==> src/rtl/display_pkg.sv <==
// Shared display definitions: blank code, scan FSM states and the segment
// patterns the downstream BCD-to-segment decoder uses.
package display_pkg;

  // Code that the decoder turns into an all-off digit
  localparam logic [3:0] BCD_BLANK = 4'hF;

  typedef enum logic {
    GUARD = 1'b0,
    SHOW  = 1'b1
  } state_e;

  // Segment order {g,f,e,d,c,b,a}, active-high; codes 10..15 are all-off
  localparam logic [6:0] SEG_OFF = 7'h00;

  function automatic logic [6:0] bcd_to_seg(input logic [3:0] bcd);
    case (bcd)
      4'd0:    bcd_to_seg = 7'h3F;
      4'd1:    bcd_to_seg = 7'h06;
      4'd2:    bcd_to_seg = 7'h5B;
      4'd3:    bcd_to_seg = 7'h4F;
      4'd4:    bcd_to_seg = 7'h66;
      4'd5:    bcd_to_seg = 7'h6D;
      4'd6:    bcd_to_seg = 7'h7D;
      4'd7:    bcd_to_seg = 7'h07;
      4'd8:    bcd_to_seg = 7'h7F;
      4'd9:    bcd_to_seg = 7'h6F;
      default: bcd_to_seg = SEG_OFF;
    endcase
  endfunction

endpackage

==> src/rtl/lz_mask.sv <==
// Leading-zero mask: flags zero digits above the most significant non-zero
// digit. Digit 0 is always shown so a zero value still displays "0".
module lz_mask
  import display_pkg::*;
#(
  parameter int DIGITS = 4
) (
  input  logic [4*DIGITS-1:0] iActive,
  input  logic                iBlankLZ,
  output logic [DIGITS-1:0]   oMask
);

  logic lead;

  // Walk down from the top digit while still inside the run of leading zeros
  always_comb begin
    oMask = '0;
    lead  = iBlankLZ;
    for (int k = DIGITS - 1; k >= 1; k--) begin
      if (lead && (iActive[4*k +: 4] == 4'd0)) oMask[k] = 1'b1;
      else                                     lead     = 1'b0;
    end
  end

endmodule

==> src/rtl/display_scan_ctrl.sv <==
// Seven-segment scan controller: double-buffered BCD value, per-digit guard
// gap, and anode drive delayed one cycle to line up with the registered
// decoder output.
module display_scan_ctrl
  import display_pkg::*;
#(
  parameter  int DIGITS       = 4,
  parameter  int SLOT_CYCLES  = 50000,
  parameter  int GUARD_CYCLES = 2,
  localparam int IW           = (DIGITS > 1) ? $clog2(DIGITS) : 1
) (
  input  logic                iClk,
  input  logic                iRst_n,
  input  logic [4*DIGITS-1:0] iValue,
  input  logic                iLoad,
  input  logic                iBlankLZ,
  output logic [3:0]          oBCD,
  output logic [DIGITS-1:0]   oAn,
  output logic [IW-1:0]       oDigit,
  output logic                oFrame
);

  localparam int             CW         = (SLOT_CYCLES > 1) ? $clog2(SLOT_CYCLES) : 1;
  localparam logic [CW-1:0]  GUARD_LAST = CW'(GUARD_CYCLES - 1);
  localparam logic [CW-1:0]  SLOT_LAST  = CW'(SLOT_CYCLES - 1);
  localparam logic [IW-1:0]  IDX_LAST   = IW'(DIGITS - 1);

  state_e              state_q, state_d;
  logic [CW-1:0]       cnt_q, cnt_d;
  logic [IW-1:0]       idx_q, idx_d;
  logic [4*DIGITS-1:0] shadow_q, shadow_d;
  logic [4*DIGITS-1:0] active_q, active_d;
  logic                pend_q, pend_d;
  logic [DIGITS-1:0]   an_q, an_d;
  logic [3:0]          bcd_d;
  logic [3:0]          cur_dig;
  logic                cur_mask;
  logic                commit;
  logic [DIGITS-1:0]   mask;

  lz_mask #(.DIGITS(DIGITS)) u_lz_mask (
    .iActive (active_q),
    .iBlankLZ(iBlankLZ),
    .oMask   (mask)
  );

  // First cycle of digit 0's guard: frame boundary, the only point active may change
  assign commit = (state_q == GUARD) && (cnt_q == '0) && (idx_q == '0);

  // Slot sequencing, double-buffer bookkeeping and next output values
  always_comb begin
    state_d = state_q;
    cnt_d   = cnt_q + 1'b1;
    idx_d   = idx_q;
    case (state_q)
      GUARD: if (cnt_q == GUARD_LAST) state_d = SHOW;
      SHOW: if (cnt_q == SLOT_LAST) begin
        state_d = GUARD;
        cnt_d   = '0;
        idx_d   = (idx_q == IDX_LAST) ? '0 : idx_q + 1'b1;
      end
      default: state_d = GUARD;
    endcase

    shadow_d = iLoad ? iValue : shadow_q;
    active_d = active_q;
    pend_d   = pend_q;
    if (commit) begin
      if (iLoad)       active_d = iValue;
      else if (pend_q) active_d = shadow_q;
      pend_d = 1'b0;
    end else if (iLoad) begin
      pend_d = 1'b1;
    end

    cur_dig  = BCD_BLANK;
    cur_mask = 1'b0;
    an_d     = '1;
    for (int k = 0; k < DIGITS; k++) begin
      if (idx_q == IW'(k)) begin
        cur_dig  = active_q[4*k +: 4];
        cur_mask = mask[k];
        an_d[k]  = (state_q != SHOW);
      end
    end
    bcd_d = ((state_q == SHOW) && !cur_mask) ? cur_dig : BCD_BLANK;
  end

  // State, buffers and registered outputs; oAn trails oBCD by one stage
  always_ff @(posedge iClk or negedge iRst_n) begin
    if (!iRst_n) begin
      state_q  <= GUARD;
      cnt_q    <= '0;
      idx_q    <= '0;
      shadow_q <= '0;
      active_q <= '0;
      pend_q   <= 1'b0;
      an_q     <= '1;
      oAn      <= '1;
      oBCD     <= BCD_BLANK;
      oDigit   <= '0;
      oFrame   <= 1'b0;
    end else begin
      state_q  <= state_d;
      cnt_q    <= cnt_d;
      idx_q    <= idx_d;
      shadow_q <= shadow_d;
      active_q <= active_d;
      pend_q   <= pend_d;
      an_q     <= an_d;
      oAn      <= an_q;
      oBCD     <= bcd_d;
      oDigit   <= idx_q;
      oFrame   <= commit;
    end
  end

endmodule

==> config.mk <==
export PLATFORM = sky130hd
export DESIGN_NAME = display_scan_ctrl
export DESIGN_NICKNAME = d
export VERILOG_FILES = /design/src/rtl/display_pkg.sv /design/src/rtl/lz_mask.sv /design/src/rtl/display_scan_ctrl.sv
export SDC_FILE = /design/constraint.sdc
export NUM_CORES = 1
export LEC_CHECK = 0
export ABC_AREA = 1
export CORE_ASPECT_RATIO = 1.75
export CORE_MARGIN = 1.5
export CORE_UTILIZATION = 56
export CTS_CLUSTER_SIZE = 30
export DETAILED_ROUTE_END_ITERATION = 7
export DONT_BUFFER_PORTS = 1
export PLACE_DENSITY = 0.85
export SYNTH_ARGS = -nofsm -noshare
export SYNTH_HDL_FRONTEND = slang
export SYNTH_SLANG_ARGS = --single-unit
==> constraint.sdc <==
create_clock -name iClk -period 1.5 [get_ports iClk]
set_input_delay 0.3 -clock iClk [delete_from_list [all_inputs] [get_ports iClk]]
set_output_delay 0.3 -clock iClk [all_outputs]
set_load 0.005 [all_outputs]
==> results of run 1 <==
==> layout make-up <==
class | count | area share [%]
Clock buffer | 10 | 3.80
Clock inverter | 6 | 1.35
Inverter | 32 | 3.38
Multi-Input combinational cell | 260 | 36.9
Sequential cell | 67 | 46.7
Tap cell | 74 | 2.56
Timing Repair Buffer | 25 | 5.28
==> layout by cell type, fill, tap and decap left out <==
cell type | netlist | layout
sky130_fd_sc_hd__nor2_4 | 1 | 3
sky130_fd_sc_hd__clkbuf_8 | 0 | 10
sky130_fd_sc_hd__ha_4 | 0 | 2
sky130_fd_sc_hd__xor2_1 | 3 | 3
sky130_fd_sc_hd__dfrtp_1 | 55 | 54
sky130_fd_sc_hd__ha_1 | 7 | 4
sky130_fd_sc_hd__buf_4 | 0 | 24
sky130_fd_sc_hd__dfrtp_2 | 0 | 1
sky130_fd_sc_hd__nor2_2 | 2 | 5
sky130_fd_sc_hd__or2_4 | 1 | 1
sky130_fd_sc_hd__nor3_1 | 2 | 2
sky130_fd_sc_hd__dfstp_2 | 12 | 12
sky130_fd_sc_hd__o21ai_0 | 2 | 2
sky130_fd_sc_hd__nand2_1 | 142 | 134
sky130_fd_sc_hd__nand3_2 | 0 | 2
sky130_fd_sc_hd__inv_4 | 0 | 1
sky130_fd_sc_hd__nand4_1 | 2 | 2
sky130_fd_sc_hd__inv_1 | 28 | 23
sky130_fd_sc_hd__buf_6 | 2 | 1
sky130_fd_sc_hd__a21oi_1 | 3 | 3
sky130_fd_sc_hd__clkinv_4 | 0 | 1
sky130_fd_sc_hd__ha_2 | 0 | 1
sky130_fd_sc_hd__xnor2_1 | 3 | 3
sky130_fd_sc_hd__nand2_4 | 2 | 3
sky130_fd_sc_hd__o21ai_1 | 2 | 2
sky130_fd_sc_hd__nand4_4 | 1 | 2
sky130_fd_sc_hd__or2_2 | 2 | 2
sky130_fd_sc_hd__inv_6 | 0 | 2
sky130_fd_sc_hd__nand3_1 | 30 | 28
sky130_fd_sc_hd__nor2_8 | 3 | 3
sky130_fd_sc_hd__a31oi_1 | 2 | 2
sky130_fd_sc_hd__nand2_2 | 2 | 9
sky130_fd_sc_hd__inv_2 | 4 | 8
sky130_fd_sc_hd__clkinvlp_4 | 0 | 3
sky130_fd_sc_hd__nor2_1 | 47 | 42
==> metrics by stage <==
stage	TNS (ns)	setup slack, ns	hold WS, ns	cells	total power [W]
2_1_floorplan	0	0.114	0.00441	366	0.00203
3_3_place_gp	0	0.0660	0.00650	442	0.00205
3_5_place_dp	0	0.0227	0.00676	442	0.00206
4_1_cts	0	0.00209	-0.372	458	0.00343
5_1_grt	-1.20	-0.0948	-0.377	474	0.00354
6_report	-0.0737	-0.0369	-0.361	474	0.00342
==> cells by family (layout without fill, tap and decap cells) <==
| family | count (synthesis) | count (layout) | synth area share [%] |
|---|---|---|---|
| compound gates | 9 | 9 | 1.53 |
| xor+xnor | 6 | 6 | 1.69 |
| buf+inv | 40 | 73 | 5.81 |
| simple gates | 237 | 238 | 33.6 |
| fa+ha+maj | 7 | 7 | 2.82 |
| flops | 67 | 67 | 54.5 |
==> worst register-to-register path: stages (launching register included) <==
cell and delay, ns:
sky130_fd_sc_hd__dfrtp_1 0.41, sky130_fd_sc_hd__ha_1 0.19, sky130_fd_sc_hd__nand2_1 0.08, sky130_fd_sc_hd__inv_2 0.08, sky130_fd_sc_hd__nand2_1 0.12, sky130_fd_sc_hd__nor2_2 0.18
sky130_fd_sc_hd__nand3_2 0.16, sky130_fd_sc_hd__inv_4 0.13, sky130_fd_sc_hd__nand2_1 0.07, sky130_fd_sc_hd__nand2_1 0.06
==> power by group <==
| part | leakage (nW) | internal, W | total [W] | switching (W) |
|---|---|---|---|---|
| clock network | 0.0855 | 0.000657 | 0.00139 | 0.000732 |
| logic | 0.973 | 0.0000428 | 0.000118 | 0.0000750 |
| registers | 0.828 | 0.00188 | 0.00191 | 0.0000354 |
| total | 1.89 | 0.00258 | 0.00342 | 0.000842 |
==> sequential cells by signal (all words and copies together) (netlist names) <==
name,count
cnt_q,16
pend_q,1
idx_q,2
oDigit,2
active_q,16
oAn,4
state_q,1
oBCD,4
oFrame,1
shadow_q,16
an_q,4
==> worst paths after layout <==
check                          from           end  cells after the start  slack (ns)
min in group iClk             iLoad  shadow_q[14]                      2        0.08
min reg2reg                 an_q[3]        oAn[3]                      0        0.35
min                          iRst_n  shadow_q[12]                      0       -0.36
max in group asynchronous    iRst_n       an_q[3]                      0        1.65
max reg2reg                cnt_q[0]      idx_q[1]                      9       -0.04
max                        cnt_q[0]      idx_q[1]                      9       -0.04
==> timing repair <==
action | 4_1_cts | 5_1_grt
gates resized for setup | 0 | 34
endpoints found under the setup margin | 7 | 29
setup buffers | 0 | 15
cloned | 0 | 1
pin swaps | 2 | 16
endpoints found under the hold margin | 67 | 67
==> metal layers <==
layer / share of wire [%] / vias up
li1: - / 1184
met2: 54 / 68
met1: 38 / 1213
met4: 5.1 / 0
met3: 2.7 / 30
met5: 0 / -
==> flow_results.org, run 1 <==
** Run status
- Status :: complete, but fails checks
- Violations in the final reports :: hold timing, setup timing

** Final layout
- Number of diodes added for antenna fixing :: 0
- Finished Cell Area :: 0.00362 mm²
- Combined area of the multi-input logic cells :: 0.00134 mm²
- Fill cells in the final layout number 375.
- Net total in the final layout :: ~420
- At the end of the flow the core is filled with cells to 68.4%.
- Area of all sequential standard cells :: 0.00169 mm²
- Fraction of layout instances using a drive strength above 1 :: 24.0%
- The area growth from synthesis to layout is 16.8%.

** Logic synthesis
- Summed over its instances, the top area cell type makes up 44.4% of the synthesized netlist area.
- In this run the mean area of a mapped cell was 8.48 µm².
- Yosys instantiated no cell more often than sky130_fd_sc_hd__nand2_1.
- After synthesis the cells add up to approximately 0.0031 mm².
- EDFF count, synth :: 0
- For this run, the leading register cell type out of synthesis is sky130_fd_sc_hd__dfrtp_1.
- Ranked by instance count, the synthesized netlist is headed by sky130_fd_sc_hd__nand2_1 (142), sky130_fd_sc_hd__dfrtp_1 (55), sky130_fd_sc_hd__nor2_1 (47).
- sky130_fd_sc_hd__dfrtp_1 takes more of the synthesized area than any other cell.
- Synthesis warning total :: 0
- Counting every net in the synthesized netlist gives 393.
- Counting every instance in the synthesized netlist gives 366.
- Synthesis inferred 67 register bits.
- Yosys attributes the largest share of cell area to sky130_fd_sc_hd__dfrtp_1 (44%), sky130_fd_sc_hd__nand2_1 (17%), sky130_fd_sc_hd__dfstp_2 (10%).
- After synthesis, the netlist uses 28 different library cells.
- Register area share after synthesis :: a little over half
- Fraction of registers with async set/reset :: 100%

** Global route
- Overflow after GRT :: 0
- In the global route stage, met1 resource usage came out at 25.4%.
- Busiest metal layer after global routing :: met2
- The via count of the first global-routing pass came to 2374.
- Global-route wire length before repair :: 10200 µm
- Met2 global-route usage :: 37.5%
- Largest net degree at the start of global routing :: 68
- The number of antenna violations at the first check in global routing came to 0.
- Global routing consumed, on the met3 layer, around 4.7% of the routing resources.
- Global routing consumed, over all layers together, 22.8% of the routing resources.

** Floorplanning
- Width of the chip :: 59.3 µm
- Core Rows :: 35
- # IOs :: 31
- From bottom edge to top edge, the die measures 101 µm.
- For this configuration, the core starts out at a cell density of between 50 and 60%.
- Die Outline Area :: 0.00601 mm²
- Area of the core :: 0.00530 mm²

** Critical path
- The critical path is of the register to register type.
- On the worst path, the slowest cell contributes a delay of about 0.4 ns.
- Grouping stages by cell kind, the critical path spends the most delay in simple AND/OR/NAND/NOR gates.
- Series of cell instances along the critical path :: ha_1, nand2_1, inv_2, nand2_1, nor2_2, nand3_2, inv_4, nand2_1, nand2_1
- For this design, the slowest cell found on the critical path is sky130_fd_sc_hd__dfrtp_1.
- The number of buffers and inverters on the critical path is 2.
- Capturing element type of the critical path :: register
- CP arrival :: 1.82 ns
- WP data required :: 1.79 ns
- Critical Path Fanout Max :: 7
- The worst setup path is launched from a register.
- The most numerous cell type found on the critical path is sky130_fd_sc_hd__nand2_1.

** STA
- Across all hold checks on the routed design, the worst slack comes to -0.361 ns.
- Transition time at the pin with the least slew margin :: between 0.4 and 0.5 ns
- Of the available clock period, the critical path in the final layout requires 102%.
- Final max-slew violation count :: 0
- In this run the tightest slew margin relative to its limit is 67.5%.
- The final count of hold timing violations is 67.
- Between clock sinks in the finished design, the worst skew comes to 0.00799 ns.
- Post-route setup slack :: -0.0369 ns
- Post-route minimum period :: 1.54 ns
- # setup viols final :: 6
- Achievable Freq :: 651 MHz
- Unrepaired setup endpoints after global routing :: yes

** Power
- Power per standard cell area :: 944 mW/mm²
- For this design the static power due to leakage is 1.89 nW.
- Peak supply drop :: just under 0.0006 V

** CTS
- Clock-pin slew was measured on the worst setup and hold paths at 0.08 ns.
- In this run the clock root is driven by a sky130_fd_sc_hd__clkbuf_8.
- Clock latency on the worst-skew pair, taken at its later pin, is 0.35 ns.
- Largest buffer count on any clock path :: 2
- TritonCTS built the clock tree.
- The H-tree was split into 3 levels.
- CTS sink count :: between 60 and 70
- Number of buffers inserted during clock tree synthesis :: 9

** Drt
- In the routed design, unresolved DRC markers number 0.
- Vias per cell :: 5.26
- Average wire per cell in the routed design :: 14.4 µm
- Wires add up to 6840 µm.
- Starting DRC count in detailed routing :: 215
- Detailed routing inserted a total of 2495 vias.
- Once detail routing completed, the nets flagged for antenna violations numbered 0.
- Router iterations before antenna repair :: 4

** Hold path
- The min-delay analysis places its worst path in the category input port to async pin.

** Job
- Across the run, the number of max-cap violations was 0.

** Placed design
- Final Wtd Congestion :: roughly 0.86
- DP Area :: 0.00321 mm²
- Input and output buffers added on the ports amount to 0.
- After legalization and detailed placement, the total HPWL measured 4090 µm.
(Power assumes the default switching activity.)
==> run 2: changes to the inputs <==
- PLACE_DENSITY: 0.85 -> unset
- PLACE_DENSITY_LB_ADDON: unset -> 0.2
==> run 2 against run 1 <==
Effect of this change: the flow finishes with violations (hold timing); utilization fell by 0.64 points; clock-buffer cell count increased by 1; via count fell by 5.3%; non-clock buffer count fell by 9; worst hold slack got worse by 0.0023 ns; sequential cell count unchanged; clock skew increased by 0.0021 ns; setup slack improved by 0.073 ns; largest cell class unchanged; largest power group unchanged; highest routed layer unchanged.
==> flow_results.org, run 2 (same netlist as run 1, synthesis figures left out) <==
** Run status
- The flow ran to the end, but the final reports show violations.
- The checks that failed: hold timing.

** Drt
- The first-pass iteration count of the detailed router came to 4 (unchanged).
- The DRC violation count after routing is 0 (unchanged).
- Starting DRC count in detailed routing :: 115 (-47%)
- Vias per cell :: 5.07 (-3.7%)
- Routed vias :: 2363 (-5.3%)
- Total wire length after detailed routing :: 6520 µm (-4.7%)
- DRT antenna net count :: 0 (unchanged)
- Average wire per cell in the routed design :: 14.0 µm (-3.0%)

** STA
- The worst hold slack is -0.363 ns (-0.00226 ns).
- The final clock skew came to 0.0101 ns (+0.00208 ns).
- The final count of hold timing violations is 67 (unchanged).
- Final max-slew violation count :: 0 (unchanged)
- Post-route setup slack :: 0.0361 ns (+0.0730 ns)
- Worst-case headroom to the max-slew limit :: 69.6% (+2.1 points)
- Achievable Freq :: 683 MHz (+5.0%)
- The post-route minimum period was 1.46 ns (-0.0730 ns).
- # setup viols final :: 0 (-6)
- TNS Setup :: 0 ns (+0.0737 ns)
- The share of the clock period used by the worst path after layout was 97.6% (-4.9 points).
- Setup repair after global routing could not meet its margin everywhere.
- Transition time at the pin with the least slew margin :: 0.455 ns (-0.0320 ns)

** CTS
- Clock input transition at the sequential cells of the worst setup and hold paths :: 0.08 ns (about the same)
- The number of clock sinks seen by CTS came to 67 (unchanged).
- Worst-skew pair later-pin latency :: 0.35 ns (about the same)
- Number of H-tree branching levels :: 3 (unchanged)
- Largest buffer count on any clock path :: 2 (unchanged)
- TritonCTS built the clock tree.
- Number of buffers inserted during clock tree synthesis :: 9 (unchanged)
- CTS root buffer :: sky130_fd_sc_hd__clkbuf_8

** Global route
- Global-route wire length before repair :: 10400 µm (+1.3%)
- The number of antenna violations at the first check in global routing is 0 (unchanged).
- The total global routing overflow was 0 (unchanged).
- The via count of the first global-routing pass is 2309 (-2.7%).
- The pin count of the biggest net entering global routing was 68 (unchanged).
- The global-route total usage across every layer was 23.3% (+0.54 points).

** Final layout
- Registers with the most flip-flops :: active_q: 16 flops, cnt_q: 16 flops, shadow_q: 16 flops
- Number of diodes added for antenna fixing :: 0 (unchanged)
- Most common cell after layout, fill and taps aside :: sky130_fd_sc_hd__nand2_1
- Fraction of the core area covered by cells at the end of the flow :: 67.7% (-0.64 points)
- The top cell types in the final layout, fill and taps aside, are sky130_fd_sc_hd__nand2_1 (134), sky130_fd_sc_hd__dfrtp_1 (52), sky130_fd_sc_hd__nor2_1 (41).
- The share of final-layout standard cells stronger than drive strength 1 came to 23.0% (-1.0 points).
- Relative to the synthesized area, the layout overhead comes to 15.7%.
- The number of filler cells placed in the layout was 438 (+17%).
- The final instance area was 0.00359 mm² (-0.93%).
- Cell Count, Final, Fillers Out :: 466 (-1.7%)
- The total number of nets in the final design came to 414 (-1.9%).

** Job
- The max-capacitance violation count came to 0 (unchanged).

** Floorplanning
- The horizontal die dimension is 59.3 µm (unchanged).
- # IOs :: 31 (unchanged)
- The number of placement rows came to 35 (unchanged).
- Vertical die dimension :: 101 µm (unchanged)
- The starting density of the core was 58.6% (unchanged).
- The core footprint was 0.00530 mm² (unchanged).
- Die Outline Area :: 0.00601 mm² (unchanged)

** Placed design
- The count of input and output buffers came to 0 (unchanged).
- The cell area reported after detailed placement is 0.00321 mm² (unchanged).
- Post-DP HPWL :: 4260 µm (+4.0%)
- The setup slack at placement came to -0.00168 ns (-0.0243 ns).
- Final Wtd Congestion :: 0.868 (+0.98%)
- DP Cell Count :: 442 (unchanged)

** Power
- Power per standard cell area :: 967 mW/mm² (+2.5%)
- Leakage :: 1.85 nW (-2.2%)
- The peak supply drop was 0.000660 V (+14%).

** Critical path
- The worst setup path is captured at a register.
- The worst register-to-register path begins at cnt_q[0].
- Setup crit start kind :: register
- Critical Path Fanout Max :: 8 (+1)
- The internal reg-to-reg setup slack came to 0.04 ns (+0.07 ns).
- Capturing point of the worst reg2reg path :: active_q[0]
- WP data required :: 1.73 ns (-0.06 ns)
- The count of cells along the worst register-to-register path is 8 (-1).
- By startpoint and endpoint, the worst setup path is classified as register to register.
- The arrival time of data at the critical path endpoint came to 1.70 ns (-0.12 ns).

** Hold path
- The path class of the tightest hold or removal check is input port to async pin.
==> run 2: changes by cell type in the layout (fill, tap and decap cells not counted), moves of 2 or more <==
cell	delta
sky130_fd_sc_hd__clkbuf_1	+2
sky130_fd_sc_hd__dfrtp_2	+2
sky130_fd_sc_hd__inv_6	-2
sky130_fd_sc_hd__buf_4	-10
sky130_fd_sc_hd__dfrtp_1	-2
sky130_fd_sc_hd__nor2_2	+3
sky130_fd_sc_hd__clkinv_2	+2
==> run 2: area by class of cell <==
cell class              count  area, µm²  area share (%)
well taps                  74       92.6            2.58
clock buffers              11        131            3.66
flip-flops and latches     67       1700            47.2
inverters                  32        125            3.49
repair buffers             16        136            3.80
clock inverters             5       55.1            1.53
multi-input cells         261       1350            37.7
==> run 2: metrics by stage <==
stage | power, W | hold slack (ns)
3_5_place_dp | 0.00206 | 0.00574
6_report | 0.00347 | -0.363
4_1_cts | 0.00350 | -0.372
3_3_place_gp | 0.00205 | 0.00578
5_1_grt | 0.00359 | -0.382
2_1_floorplan | 0.00203 | 0.00441
==> run 2: metal layers <==
metal | GRT usage [%] | wire [µm] | part of all wire [%] | vias up
li1 | - | - | - | 1169
met1 | 25.5 | 2610 | 40 | 1141
met2 | 40.5 | 3550 | 54 | 36
met3 | 5.75 | 168 | 2.6 | 17
met4 | 11.9 | 189 | 2.9 | 0
met5 | 0 | 0 | 0 | -
==> run 2: repair_timing <==
item                                    CTS  global route
buffers inserted                          0             6
endpoints found under the setup margin    8            30
resized for setup                         0            36
hold endpoints to repair                 67            67
cloned                                    1             1
pin swaps                                 2            15
==> run 2: how the worst max path moves through the flow <==
stage,depth (start not counted),startpoint,end
detailed placement,8,idx_q[0],active_q[8]
global route,8,cnt_q[0],active_q[10]
finish,8,cnt_q[0],active_q[0]
global placement,8,idx_q[0],active_q[3]
CTS,7,idx_q[0],active_q[3]
floorplan,9,idx_q[0],active_q[10]
==> run 2: report_power, final <==
part           internal (W)  leakage, nW  total, W  switching [W]
sequential          0.00188        0.824   0.00191      0.0000359
combinational     0.0000423        0.933  0.000111      0.0000690
clock              0.000763       0.0893   0.00145       0.000684
==> run 2: worst max-delay path: stages, from the launching register on <==
cell	delay (ns)
sky130_fd_sc_hd__dfrtp_1	0.43
sky130_fd_sc_hd__inv_2	0.11
sky130_fd_sc_hd__ha_4	0.15
sky130_fd_sc_hd__nand2_4	0.05
sky130_fd_sc_hd__nor2_4	0.16
sky130_fd_sc_hd__buf_4	0.15
sky130_fd_sc_hd__nand4_4	0.14
sky130_fd_sc_hd__nand2_1	0.11
sky130_fd_sc_hd__nand2_1	0.05
